$ cat config.mk
export PLATFORM = sky130hd
export DESIGN_NAME = if_id_reg
export DESIGN_NICKNAME = d
export VERILOG_FILES = /design/src/rtl/cpu_defs_pkg.sv /design/src/rtl/fetch_exc_check.sv /design/src/rtl/if_id_reg.sv
export SDC_FILE = /design/constraint.sdc
export NUM_CORES = 1
export LEC_CHECK = 0
export ABC_AREA = 1
export CORE_UTILIZATION = 37
export CTS_CLUSTER_DIAMETER = 80
export DETAILED_ROUTE_END_ITERATION = 10
export PLACE_DENSITY = 0.86
export SYNTH_ARGS = -nofsm -noshare
export SYNTH_HDL_FRONTEND = slang
export SYNTH_HIERARCHICAL = 1
export SYNTH_SLANG_ARGS = --single-unit
$ cat constraint.sdc
create_clock -name clk -period 1 [get_ports clk]
set_input_delay 0.1 -clock clk [delete_from_list [all_inputs] [get_ports clk]]
set_output_delay 0.1 -clock clk [all_outputs]
set_load 0.1 [all_outputs]
$ cat src/rtl/cpu_defs_pkg.sv
// rtl/cpu_defs_pkg.sv - shared CPU constants: exception codes, fetch window, reset PC, nop
package cpu_defs_pkg;

   localparam logic [4:0]  EXC_NONE         = 5'd0;
   localparam logic [4:0]  EXC_ADEL         = 5'd4;

   localparam logic [31:0] IM_LO_DEFAULT    = 32'h0000_3000;
   localparam logic [31:0] IM_HI_DEFAULT    = 32'h0000_6FFC;
   localparam logic [31:0] PC_RESET_DEFAULT = 32'h0000_3000;

   localparam logic [31:0] NOP              = 32'h0000_0000;

endpackage

$ cat src/rtl/fetch_exc_check.sv
// rtl/fetch_exc_check.sv - combinational AdEL detector for a word-aligned address window
module fetch_exc_check
   import cpu_defs_pkg::*;
#(
   parameter logic [31:0] IM_LO = IM_LO_DEFAULT,
   parameter logic [31:0] IM_HI = IM_HI_DEFAULT
)(
   input  logic [31:0] i_addr,
   output logic        o_fault,
   output logic [4:0]  o_exc_code
);

   logic w_misaligned;
   logic w_out_of_range;

   // Misalignment or an address outside [IM_LO, IM_HI] (unsigned, full width) raises AdEL
   always_comb begin
      w_misaligned   = (i_addr[1:0] != 2'b00);
      w_out_of_range = (i_addr < IM_LO) || (i_addr > IM_HI);
      o_fault        = w_misaligned || w_out_of_range;
      o_exc_code     = o_fault ? EXC_ADEL : EXC_NONE;
   end

endmodule

$ cat src/rtl/if_id_reg.sv
// rtl/if_id_reg.sv - IF/ID pipeline register with AdEL tagging and BD flag; optional IF_ID_STALL_CNT_EN adds stall_cnt
module if_id_reg
   import cpu_defs_pkg::*;
#(
   parameter logic [31:0] PC_RESET = PC_RESET_DEFAULT,
   parameter logic [31:0] IM_LO    = IM_LO_DEFAULT,
   parameter logic [31:0] IM_HI    = IM_HI_DEFAULT
)(
   input  logic        clk,
   input  logic        reset,
   input  logic        en,
   input  logic        IntReq,
   input  logic        flush,
   input  logic        is_jump_D,
   input  logic [31:0] PC_F,
   input  logic [31:0] PC4_F,
   input  logic [31:0] Instr_F,
   output logic [31:0] IR_D,
   output logic [31:0] PC_D,
   output logic [31:0] PC4_D,
   output logic [4:0]  ExcCode_D,
   output logic        BD_D
`ifdef IF_ID_STALL_CNT_EN
   ,
   output logic [31:0] stall_cnt
`endif
);

   logic       w_fault;
   logic [4:0] w_exc_code;

   fetch_exc_check #(
      .IM_LO (IM_LO),
      .IM_HI (IM_HI)
   ) u_fetch_exc_check (
      .i_addr     (PC_F),
      .o_fault    (w_fault),
      .o_exc_code (w_exc_code)
   );

   // Pipeline register: reset > interrupt > flush > stall > load; flushes keep the live PC for EPC
   always_ff @(posedge clk) begin
      if (reset) begin
         IR_D      <= NOP;
         PC_D      <= PC_RESET;
         PC4_D     <= PC_RESET + 32'd4;
         ExcCode_D <= EXC_NONE;
         BD_D      <= 1'b0;
      end else if (IntReq || flush) begin
         IR_D      <= NOP;
         PC_D      <= PC_F;
         PC4_D     <= PC4_F;
         ExcCode_D <= EXC_NONE;
         BD_D      <= 1'b0;
      end else if (en) begin
         IR_D      <= w_fault ? NOP : Instr_F;
         PC_D      <= PC_F;
         PC4_D     <= PC4_F;
         ExcCode_D <= w_exc_code;
         BD_D      <= is_jump_D;
      end
   end

`ifdef IF_ID_STALL_CNT_EN
   // Count genuine stall edges only; interrupts and flushes do not clear the count
   always_ff @(posedge clk) begin
      if (reset) begin
         stall_cnt <= 32'd0;
      end else if (!IntReq && !flush && !en) begin
         stall_cnt <= stall_cnt + 32'd1;
      end
   end
`endif

endmodule

---- Word-level counts from Yosys, hierarchy flattened ----
Cells that the tools add are included.
storage, ports and cells
  flip-flop bits (word level) ............. 102
  output and inout port bits .............. 102
  logic and storage cells ................. 19
operators by class
  magnitude comparators ................... 2
  multiplexer cells ....................... 6
  reductions and logical operators ........ 6
operator list
  kind                                                                                count
  32-bit 2-to-1 mux                                                                   5
  32-bit by 15-bit greater-than comparator with 1-bit output (second input constant)  1
  32-bit by 14-bit less-than comparator with 1-bit output (second input constant)     1
  2-bit nonzero test                                                                  2
  1-bit logical OR                                                                    3
  3-bit 2-to-1 mux                                                                    1
  2-bit OR reduction                                                                  1

---- Longest topological paths before layout ----
  depth in word-level cells ............... 4
  mapped depth ............................ 9
  depth with buffers taken out ............ 8

---- By module ----
The synthesis kept the hierarchy.
modules (own cells, without submodules)
  module           times used  cells an instance  area each (um^2)  sequential area each (um^2)
  if_id_reg        1           577                4,147.7           2,042.0
  fetch_exc_check  1           29                 132.6             0.0

---- Worst setup path after synthesis ----
Ideal clock, no wire load.
  path kind ............................... register to register
  start point ............................. reg, netlist name PC_D[26]
  end point ............................... reg PC_D[26]
  arrival time ............................ 1.232 ns
  data required time ...................... 0.936 ns
  path slack .............................. -0.296 ns
  cell stages (with the launch flop) ...... 5
  path buffers ............................ 0
  period minus slack after synthesis ...... 1.296 ns
  path through ............................ dfxtp_1 > inv_1 > nand3_1 > nand2_1 > nor2_1
RTL lines
  element               line             RTL
  end signal, assigned  if_id_reg.sv:45  PC_D <= PC_RESET;
  end signal, assigned  if_id_reg.sv:51  PC_D <= PC_F;
  end signal, assigned  if_id_reg.sv:57  PC_D <= PC_F;
  end, declared         if_id_reg.sv:19  output logic [31:0] PC_D,

---- Final worst setup path ----
  start point ............................. in PC_F[25]
  end point ............................... reg IR_D[9]
on the way
  word-level cells in the longest chain between the ends .. 4
RTL lines
  element                                                                                                                                       line                   RTL
  start, declared                                                                                                                               if_id_reg.sv:15        input logic [31:0] PC_F,
  32-bit by 14-bit less-than comparator with 1-bit output / 32-bit by 15-bit greater-than comparator with 1-bit output (equally long branches)  fetch_exc_check.sv:19  w_out_of_range = (i_addr < IM_LO) || (i_addr > IM_HI);
  1-bit logical OR (*)                                                                                                                          fetch_exc_check.sv:19
  1-bit logical OR (*)                                                                                                                          fetch_exc_check.sv:20  o_fault = w_misaligned || w_out_of_range;
  net w_fault                                                                                                                                   if_id_reg.sv:29        logic w_fault;
  32-bit 2-to-1 mux (*)                                                                                                                         if_id_reg.sv:56        IR_D <= w_fault ? NOP : Instr_F;
  end signal, assigned                                                                                                                          if_id_reg.sv:56
  end, declared                                                                                                                                 if_id_reg.sv:18        output logic [31:0] IR_D,
Mark *: on every way through the listed nets, which the timed path passes. The rest lies on a longest branch.
A chain may end at the register's enable or synchronous reset.

==> summary.txt <==
Timing
  – Post-route setup slack: -0.1641 ns
  – Slew Limit Fails: 0
  – Post-route minimum period: 1.164 ns
  – Fin. Hold Viols: 6
  – Final setup violation count: 44
  – Final setup TNS: -1.956 ns
  – RSZ-0062 raised after global routing: yes
  – Setup Skew: 0 ns
  – Final period util: 1.164
  – Min Hold Slack: -0.01571 ns
  – Fmax: 859.0 MHz

Setup path
  – Crit path max fanout: 8
  – Critical path capture point type: flip-flop
  – Slowest library cell on the worst path: a21oi_1
  – Reg-to-Reg Start: ExcCode_D[2]$_SDFFE_PP0P_
  – Startpoint Class: primary input
  – Depth of the worst register-to-register path: 4
  – FF-to-FF setup slack: 0.15 ns
  – Worst Setup Path Type: primary input to flip-flop
  – Worst path cell trace: buf_2 > nor2_4 > nand2_1 > nor2_2 > nand3_2 > nor2_4 > buf_6 > buf_16 > nand2_1 > a21oi_1
  – Arr. time, crit path: 1.42 ns
  – CP max stage delay: 0.19 ns
  – CP required: 1.26 ns
  – RR Endpoint: ExcCode_D[2]$_SDFFE_PP0P_

Final layout
  – Area grow syn2layout: 100.9%
  – Ant diodes: 0
  – Cell area after layout: 8601 sq um
  – Share of post-route cells with drive strength above 1: 0.4435
  – Final std cells w/o fill: 972
  – Nets: 929
  – Core Util, Final: 0.7797

Clock network
  – Clk slew on worst S/H paths: 0.08 ns
  – CTS tree: done
  – Bufs on Longest Clock Path: 2
  – Root Driver: clkbuf_16
  – Skew-Pair Late Insertion Delay: 0.34 ns
  – TritonCTS Buffers: 9
  – H-tree depth: 3
  – Clk sinks: 102

Synth
  – FF+latch count, synth: 102
  – Post-Synth Adder-Cell Area: 0
  – Post-synth ARST share: 0
  – Largest family of logic cells by synthesized area: simple AND/OR/NAND/NOR gates
  – Number of synthesized flops with an enable pin: 0
  – Synth Area in Simple Gates: 0.2818
  – Avg Cell Area, Syn: 7.063 sq um
  – Post-synthesis mux area share: 0
  – Cell taking the most area after synthesis: dfxtp_1
  – Top-count cell post-synth: nand2_1
  – Synth Area in XOR/XNOR: 0
  – Netlist Area Pre-Place: 4280 sq um
  – Post-synthesis cell type count: 15
  – Synth cell count leaders: 148 x nand2_1, 102 x dfxtp_1, 97 x a21oi_1
  – Post-synthesis sequential area ratio: 0.4771
  – Synth area leaders: dfxtp_1 48%, nand2_1 13%, a21oi_1 11%
  – Mapped Cells: 606
  – Synth warnings: 6
  – Top_reg_cell synth: dfxtp_1
  – Post-synth top area share: 0.4771
  – Compound-cell area share of the yosys netlist: 0.1134

Die
  – Initial Util: 0.3880
  – IO Pins: 204
  – Die Area: 12000 sq um
  – Core ar.: 11030 sq um
  – Die Ht: 109.6 um
  – Cell row count: 38
  – Die span in x: 109.6 um

Route
  – Post-route ant nets: 0
  – Met2 WL: 8.929 mm
  – DR iter-0 viols: 412
  – DR DRC count: 0
  – Avg Vias per Cell: 5.121
  – Wire length on met3: 1.794 mm
  – Routed metal-1 wirelength: 6.249 mm
  – Top Layer Used: met4
  – Drt wl/cell: 18.31 um
  – DRT Pass-1 Iters: 5
  – Via count: 4978
  – WL final: 17.79 mm

Power
  – Clock power share: 0.313
  – Leakage: 3.612 nW
  – Int Power: 7.602 mW
  – Combinational power share: 0.298
  – Switching Fraction: 0.3380
  – Sw Pwr: 3.881 mW
  – Part of the power in registers: 0.389
  – IR drop worst, VDD: 0.001084 V
  – Design Power: 11.48 mW
  – Pwr Density: 1335 nW/um^2

GRT
  – Initial antenna violation count: 0
  – Total grt overflow: 0
  – First-pass GRT wire length: 23.45 mm
  – Largest net degree at the start of global routing: 48
  – Vias in the first global route: 4769
  – GRT Resource Usage Total: 0.2593

Placement
  – IO Port Bufs: 203
  – Placed instance count: 935
  – DP Area: 7729 sq um
  – Pre-CTS setup slack: -0.8111 ns
  – RePlAce Congestion: 0.8163
  – Final HPWL DP: 10.53 mm

Hold path
  – Worst Hold Launch: PC_F[20]
  – Hold path cells: 3
  – Worst hold endpoint: PC_D[20]$_SDFFE_PP0P_
  – Hold Path Class: primary input to flip-flop

Status
  – Status: complete, but fails checks
  – Failing checks: negative hold slack, negative setup slack

Job
  – Max cap viols: 0
-- timing repair --
action                     CTS  global route
hold buffers                 0             1
hold endpoints to repair     0             1
setup buffers                6             9
setup endpoints to repair   73            88
pin swaps                   27            39
gates resized for setup    109            89
gates cloned                 6             0
-- final cells by class --
class | instances | area [sq um]
sequential | 102 | 2182
clock inverter | 6 | 70.07
clock buffer | 10 | 229.0
timing repair buffer | 257 | 3691
tap | 140 | 175.2
inverter | 63 | 239.0
fill | 655 | 2430
multi-input combinational | 394 | 2014
-- kinds of logic after synthesis --
logic type,count (synthesis)
and+or+nand+nor,293
buffers and inverters,113
DFF,102
AOI/OAI and AO/OA,97
other,1
-- state kept, by name, summed over array words and instances, names as in the netlist --
register and flops:
BD_D 1, ExcCode_D 5, IR_D 32, PC4_D 32, PC_D 32
-- routing by layer --
| metal | up-vias | track usage |
|---|---|---|
| li1 | 2337 | - |
| met1 | 2302 | 0.2688 |
| met2 | 273 | 0.4775 |
| met3 | 66 | 0.09544 |
| met4 | 0 | 0.09048 |
| met5 | - | 0 |
-- cell usage in the layout, fill, tap and decap left out, types with 5 or more instances in the layout --
cell / netlist / layout
a21oi_1: 97 / 67
a21oi_2: 0 / 29
buf_12: 0 / 112
buf_16: 0 / 6
buf_4: 23 / 34
buf_6: 1 / 11
clkbuf_16: 0 / 9
clkbuf_2: 0 / 8
clkdlybuf4s50_1: 0 / 76
dfxtp_2: 0 / 97
dfxtp_4: 0 / 5
inv_1: 62 / 60
nand2_1: 148 / 120
nand2_2: 0 / 16
nand2_4: 0 / 12
nand3_1: 71 / 69
nor2_1: 71 / 62
nor2_2: 1 / 5
nor2_4: 2 / 7
-- worst max-delay path: cells and delay by family --
| kind | cells | cell delay, ns |
|---|---|---|
| buf+inv | 3 | 0.43 |
| compound gates | 1 | 0.19 |
| simple gates | 6 | 0.69 |
-- worst max path at each step --
| stage | from | to | slack, ns |
|---|---|---|---|
| final | PC_F[25] | IR_D[9]$_SDFFE_PP0P_ | -0.16 |
| after CTS | PC_F[21] | IR_D[20]$_SDFFE_PP0P_ | -0.008 |
| after detailed placement | PC_F[29] | IR_D[20]$_SDFFE_PP0P_ | -0.81 |
| after global routing | PC_F[27] | IR_D[9]$_SDFFE_PP0P_ | -0.23 |
| after floorplan | PC_F[23] | IR_D[0]$_SDFFE_PP0P_ | 0.01 |
| after global placement | PC_F[1] | IR_D[19]$_SDFFE_PP0P_ | -0.67 |
-- power groups by stage --
stage          clock (mW)  sequential, mW  combinational [mW]
6_report             3.59            4.47                3.42
3_5_place_dp            0            4.57                3.27
3_3_place_gp            0            4.56                3.24
2_1_floorplan           0            5.77               0.585
5_1_grt              3.84            4.48                3.55
4_1_cts              3.63            4.47                3.34
Note: power is estimated with default switching activity, not from simulation.
==> edit 1, RTL diff (config.mk and constraints unchanged) <==
Add a define of `IF_ID_STALL_CNT_EN`.
--- a/src/rtl/if_id_reg.sv
+++ b/src/rtl/if_id_reg.sv
@@ -1,3 +1,5 @@
 // rtl/if_id_reg.sv - IF/ID pipeline register with AdEL tagging and BD flag; optional IF_ID_STALL_CNT_EN adds stall_cnt
+`define IF_ID_STALL_CNT_EN
+
 module if_id_reg
    import cpu_defs_pkg::*;
Formal check against the unedited RTL (old outputs only; new: stall_cnt): equivalent (Yosys induction, for registers that start in step).
==> edit 1 against the original RTL <==
The flow finishes with violations (setup timing). First-iteration DRC count up 3.4%. Total power up 36%. Area after synthesis up 30%. Die area up 29%. Final area up 41%. Wire length up 47%. Worst setup slack worse by 0.24 ns. Sequential cell count up 32. Critical endpoint is now stall_cnt[10]. Largest power group is now clock.
==> edit 1: results (changes against the original RTL) <==
Synthesis
  – FFs w/ async S/R, synth: 0% (unchanged)
  – Synth top area cells: dfxtp_1 48%, nor2_1 13%, nand2_1 11%
  – Ys Warns: 6 (unchanged)
  – Synth Flop Type: dfxtp_1
  – Sequential area share after synthesis: 48.4% (+0.68 points)
  – Post-synthesis cell type count: 26 (+11)
  – List of most frequent post-synthesis cells: 191 x nor2_1, 165 x nand2_1, 134 x dfxtp_1, 70 x o21ai_0, 49 x inv_1

Global routing
  – Vias in the first global route: 7,422 (+56%)
  – First-pass GRT wire length: 37.7 mm (+61%)
  – Antenna violations before repair: 0 (unchanged)
  – GRT Overall Usage: 31.0% (+5.0 points)
  – Largest net degree at the start of global routing: 49 (+2.1%)

Route
  – DRT Pass-1 Iters: 6 (+1)
  – Routed vias: 7,239 (+45%)
  – Wirelength per Cell: 19.2 um (+5.1%)
  – DRT iter0 DRCs: 426 (+3.4%)

Placement
  – Worst slack, placed: -0.926 ns (-0.115 ns)
  – GPL Wtd Cong: 0.928 (+14%)
  – Post-placement cell area: 0.0102 mm2 (+32%)
  – Port bufs: 235 (+16%)
  – Placed wire-length estimate: 14.8 mm (+40%)

Critical path
  – Peak per-stage delay on the critical path: 0.37 ns (+0.18 ns)
  – RR Endpoint: stall_cnt[10]
  – Crit-path slowest cell: dfxtp_4
  – CP Max Fanout: 4 (-4)
  – Crit. End Element: register
  – Worst Reg-to-Reg Cells: 8 (+4)
  – Reg-to-reg startpoint: stall_cnt[1]
  – Critical Path AT: 1.70 ns (+0.28 ns)
  – Cell family with most CP delay: simple AND/OR/NAND/NOR gates

Finish
  – ANT cells: 0 (unchanged)
  – Layout cells sized above 1: 50.1% (+5.7 points)
  – Nets: 1,268 (+36%)

Clocking
  – Clock-pin slew on the worst setup and hold paths: 0.07 ns
  – CTS root buf: clkbuf_16
  – Clock tree buffer depth: 2 (unchanged)
  – TritonCTS Buffers: 17 (+8)
  – Clock latency on the worst-skew pair: 0.42 ns (+0.08 ns)
  – H-tree depth: 4 (+1)

Worst hold path
  – WHS Path Cells: 4 (+1)
  – Min-Delay Path Class: in -> reg
  – Hold Path End: PC_D[28]
  – Hold Path Origin: PC_F[28]

Status
  – Status: complete, but fails checks
  – Failing checks: setup timing

Timing
  – Final setup viols: 181 (+310%)
  – Worst Skew: 0.00644 ns (+0.00644 ns)
  – Hold Slack: 0.0309 ns (+0.0466 ns)
  – Fin worst setup slack: -0.404 ns (-0.239 ns)

Power and ir drop
  – Leakage: 5.03 nW (+39%)
  – VDD IR max: 1.43 mV (+32%)

Run
  – Max-Cap Viols: 0 (unchanged)
==> edit 1: cell families (layout without fill, tap and decap cells) <==
| family | after synthesis | after routing | share of synthesized area, % |
|---|---|---|---|
| AND/OR/NAND/NOR | 431 | 431 | 32.5 |
| flip-flops | 134 | 134 | 48.4 |
| AO/OA/AOI/OAI | 119 | 119 | 10.8 |
| buffers and inverters | 93 | 489 | 8.08 |
| adder cells (fa/ha/maj) | 1 | 1 | 0.226 |
| other | 1 | 4 | 0.0676 |
==> edit 1: worst min-delay path: cells and delay by family <==
family                 cells  cell delay, ns
buffers and inverters      2            0.20
AND/OR/NAND/NOR            2            0.12
==> edit 1: worst max path at each step <==
stage | from | cells past startpoint | slack [ns] | end
after global routing | stall_cnt[1] | 8 | -0.45 | stall_cnt[10]
after detailed placement | PC_F[12] | 10 | -0.93 | IR_D[18]
final | stall_cnt[1] | 8 | -0.40 | stall_cnt[10]
after global placement | PC_F[13] | 10 | -0.73 | IR_D[25]
after CTS | stall_cnt[0] | 8 | -0.35 | stall_cnt[10]
after floorplan | stall_cnt[1] | 8 | -0.46 | stall_cnt[10]
==> edit 1: power breakdown <==
part           leakage, nW  internal (mW)  switching [mW]
sequential            1.16           5.47           0.211
clock                0.292           4.07            2.43
combinational         3.58           1.35            2.05
==> edit 1: final cells by class <==
type                       instances  area (um2)
inverter                          51         204
clock inverter                    10         144
tap                              184         230
multi-input combinational        555        2880
timing repair buffer             406        5290
fill                             680        2420
clock buffer                      22         464
sequential                       134        2950
==> edit 1: what timing repair did <==
item | in CTS | in global routing
buffers inserted | 36 | 35
gates resized for setup | 208 | 101
hold buffers | 17 | 0
setup endpoints to repair | 262 | 239
hold endpoints to repair | 17 | 0
cloned | 4 | 1
pin swaps | 46 | 39
==> edit 1: per-layer routing <==
layer  GRT usage (%)  vias to the layer above  part of all wire (%)
met2            57.4                      439                    51
met3            9.28                      142                   8.2
li1                -                     3234                     -
met4            16.7                        0                   6.0
met5               0                        -                     0
met1            30.6                     3424                    34
==> edit 1: metrics by stage <==
stage | cells | setup TNS (ns) | power, mW
2_1_floorplan | 782 | -10.81 | 7.48
3_3_place_gp | 1247 | -78.89 | 8.89
3_5_place_dp | 1247 | -85.59 | 8.96
4_1_cts | 1335 | -18.64 | 15.4
5_1_grt | 1362 | -25.89 | 16.1
6_report | 1362 | -19.69 | 15.6
==> edit 2, RTL diff (same settings) <==
Made on the original files. Register the inputs `is_jump_D`, `PC_F`, `PC4_F` and `Instr_F` before use, without a reset. The logic sees them one clock later. The other inputs are not delayed to match.
--- a/src/rtl/if_id_reg.sv
+++ b/src/rtl/if_id_reg.sv
@@ -27,4 +27,16 @@
 );
 
+   logic is_jump_D_q;
+   logic [31:0] PC_F_q;
+   logic [31:0] PC4_F_q;
+   logic [31:0] Instr_F_q;
+
+   always_ff @(posedge clk) begin
+      is_jump_D_q <= is_jump_D;
+      PC_F_q      <= PC_F;
+      PC4_F_q     <= PC4_F;
+      Instr_F_q   <= Instr_F;
+   end
+
    logic       w_fault;
    logic [4:0] w_exc_code;
@@ -34,5 +46,5 @@
       .IM_HI (IM_HI)
    ) u_fetch_exc_check (
-      .i_addr     (PC_F),
+      .i_addr     (PC_F_q),
       .o_fault    (w_fault),
       .o_exc_code (w_exc_code)
@@ -49,14 +61,14 @@
       end else if (IntReq || flush) begin
          IR_D      <= NOP;
-         PC_D      <= PC_F;
-         PC4_D     <= PC4_F;
+         PC_D      <= PC_F_q;
+         PC4_D     <= PC4_F_q;
          ExcCode_D <= EXC_NONE;
          BD_D      <= 1'b0;
       end else if (en) begin
-         IR_D      <= w_fault ? NOP : Instr_F;
-         PC_D      <= PC_F;
-         PC4_D     <= PC4_F;
+         IR_D      <= w_fault ? NOP : Instr_F_q;
+         PC_D      <= PC_F_q;
+         PC4_D     <= PC4_F_q;
          ExcCode_D <= w_exc_code;
-         BD_D      <= is_jump_D;
+         BD_D      <= is_jump_D_q;
       end
    end
Behaviour: not the same (Yosys sat finds a counterexample within 4 cycles, from zero or initial values and one cycle with reset high).
==> edit 2 against the original RTL <==
The run ends with setup timing left. Area after synthesis up 46%. Worst setup slack worse by 0.30 ns. Total power up 62%. Sequential cell count up 97. Synthesized cell count up 16%. Die area up 45%. Clock skew up 0.011 ns. Sequential power up 93%. Critical path depth down 2. Final area up 28%. Wire length up 0.94%.
==> edit 2: results (changes against the original RTL) <==
Clocking
  – CTS root buf: clkbuf_16
  – Clock-pin slew on the worst setup and hold paths: 0.08 ns (about the same)
  – Hold_buf cts: 0 (unchanged)
  – Clock tree buffer depth: 2 (unchanged)
  – Clock latency on the worst-skew pair: 0.42 ns (+0.08 ns)
  – TritonCTS Buffers: 17 (+8)
  – H-tree depth: 4 (+1)

Route
  – Final WL: 18.0 mm (+0.94%)
  – Routed vias: 5,408 (+8.6%)
  – DRT iter0 DRCs: 178 (-57%)
  – DRT Pass-1 Iters: 4 (-1)

Global routing
  – GRT Overall Usage: 19.7% (-6.3 points)
  – First-pass GRT wire length: 26.7 mm (+14%)
  – Largest net degree at the start of global routing: 55 (+15%)
  – Vias in the first global route: 5,230 (+9.7%)
  – Antenna violations before repair: 0 (unchanged)

Critical path
  – Crit-path slowest cell: dfxtp_1
  – Peak per-stage delay on the critical path: 0.33 ns (+0.14 ns)
  – Cell family with most CP delay: simple AND/OR/NAND/NOR gates
  – CP Max Fanout: 8 (unchanged)
  – Critical Path AT: 1.82 ns (+0.40 ns)

Placement
  – Worst slack, placed: -0.555 ns (+0.256 ns)
  – Placed wire-length estimate: 11.2 mm (+6.2%)
  – GPL Wtd Cong: 0.778 (-4.7%)
  – Port bufs: 203 (unchanged)

Synthesis
  – Ys Warns: 6 (unchanged)
  – Sequential area share after synthesis: 63.6% (+16 points)
  – List of most frequent post-synthesis cells: 199 x dfxtp_1, 148 x nand2_1, 87 x a21oi_1, 71 x nand3_1, 71 x nor2_1
  – FFs w/ async S/R, synth: 0% (unchanged)
  – Post-synthesis cell type count: 16 (+1)
  – Synth top area cells: dfxtp_1 64%, nand2_1 8.9%, a21oi_1 7.0%

Timing
  – Worst Skew: 0.0111 ns (+0.0111 ns)
  – Final setup viols: 135 (+210%)
  – Fin worst setup slack: -0.463 ns (-0.299 ns)
  – Final slew viol count: 0 (unchanged)

Status
  – Failing checks: setup timing
  – Status: complete, but fails checks

Finish
  – ANT cells: 0 (unchanged)
  – Layout cells sized above 1: 38.6% (-5.8 points)
  – Nets: 1,052 (+13%)

Worst hold path
  – Min-Delay Path Class: in -> reg

Power and ir drop
  – VDD IR max: 1.17 mV (+8.2%)
  – Leakage: 4.60 nW (+27%)
[edit 2: stage by stage]
step,hold WS (ns),setup TNS [ns],cells,area (um2),total power [mW]
3_5_place_dp,0.430,-42.29,1112,9820,12.1
2_1_floorplan,0.128,-6.16,706,6440,10.6
3_3_place_gp,0.414,-38.90,1112,9820,12.0
4_1_cts,0.0935,-21.44,1162,10700,18.7
5_1_grt,0.0916,-26.00,1182,11000,19.3
6_report,0.112,-18.55,1182,11000,18.7
[edit 2: logic make-up after synthesis]
group	count (synthesis)	share of synthesized area (%)
AO/OA/AOI/OAI	97	8.35
buffers and inverters	113	8.67
flip-flops	199	63.6
other	1	0.0599
AND/OR/NAND/NOR	293	19.3
[edit 2: power by group]
part           total (mW)  switching, mW  internal, mW  leakage, nW
logic                3.45           2.01          1.44         2.64
clock network        6.59           3.10          3.49        0.271
registers            8.62          0.281          8.34         1.69
[edit 2: repair_timing]
action / in CTS / in global routing
gates resized for setup: 21 / 47
gates cloned: 3 / 5
setup endpoints to repair: 136 / 168
pin swaps: 0 / 9
setup buffers: 16 / 17
[edit 2: cell type report]
class                      count  area (um2)
clock buffer                  17         425
inverter                      63         241
timing repair buffer         275        3880
fill                        1201        5510
tap                          220         275
multi-input combinational    394        1920
sequential                   199        4140
clock inverter                14         138
[edit 2: layer usage]
metal  up-vias  part of all wire [%]  GRT usage [%]
li1       2687                     -              -
met1      2489                    40           22.3
met2       201                    50           33.6
met3        31                   8.2           7.69
met4         0                   2.1           6.52
met5         -                     0              0
[edit 2: path summary, 6_finish.rpt]
check | start | to | slack [ns] | cells past startpoint
max | PC_F_q[15] | IR_D[21] | -0.46 | 8
min | Instr_F[19] | Instr_F_q[19] | 0.11 | 1
max reg2reg | PC_F_q[15] | IR_D[21] | -0.46 | 8
min reg2reg | Instr_F_q[31] | IR_D[31] | 0.43 | 2
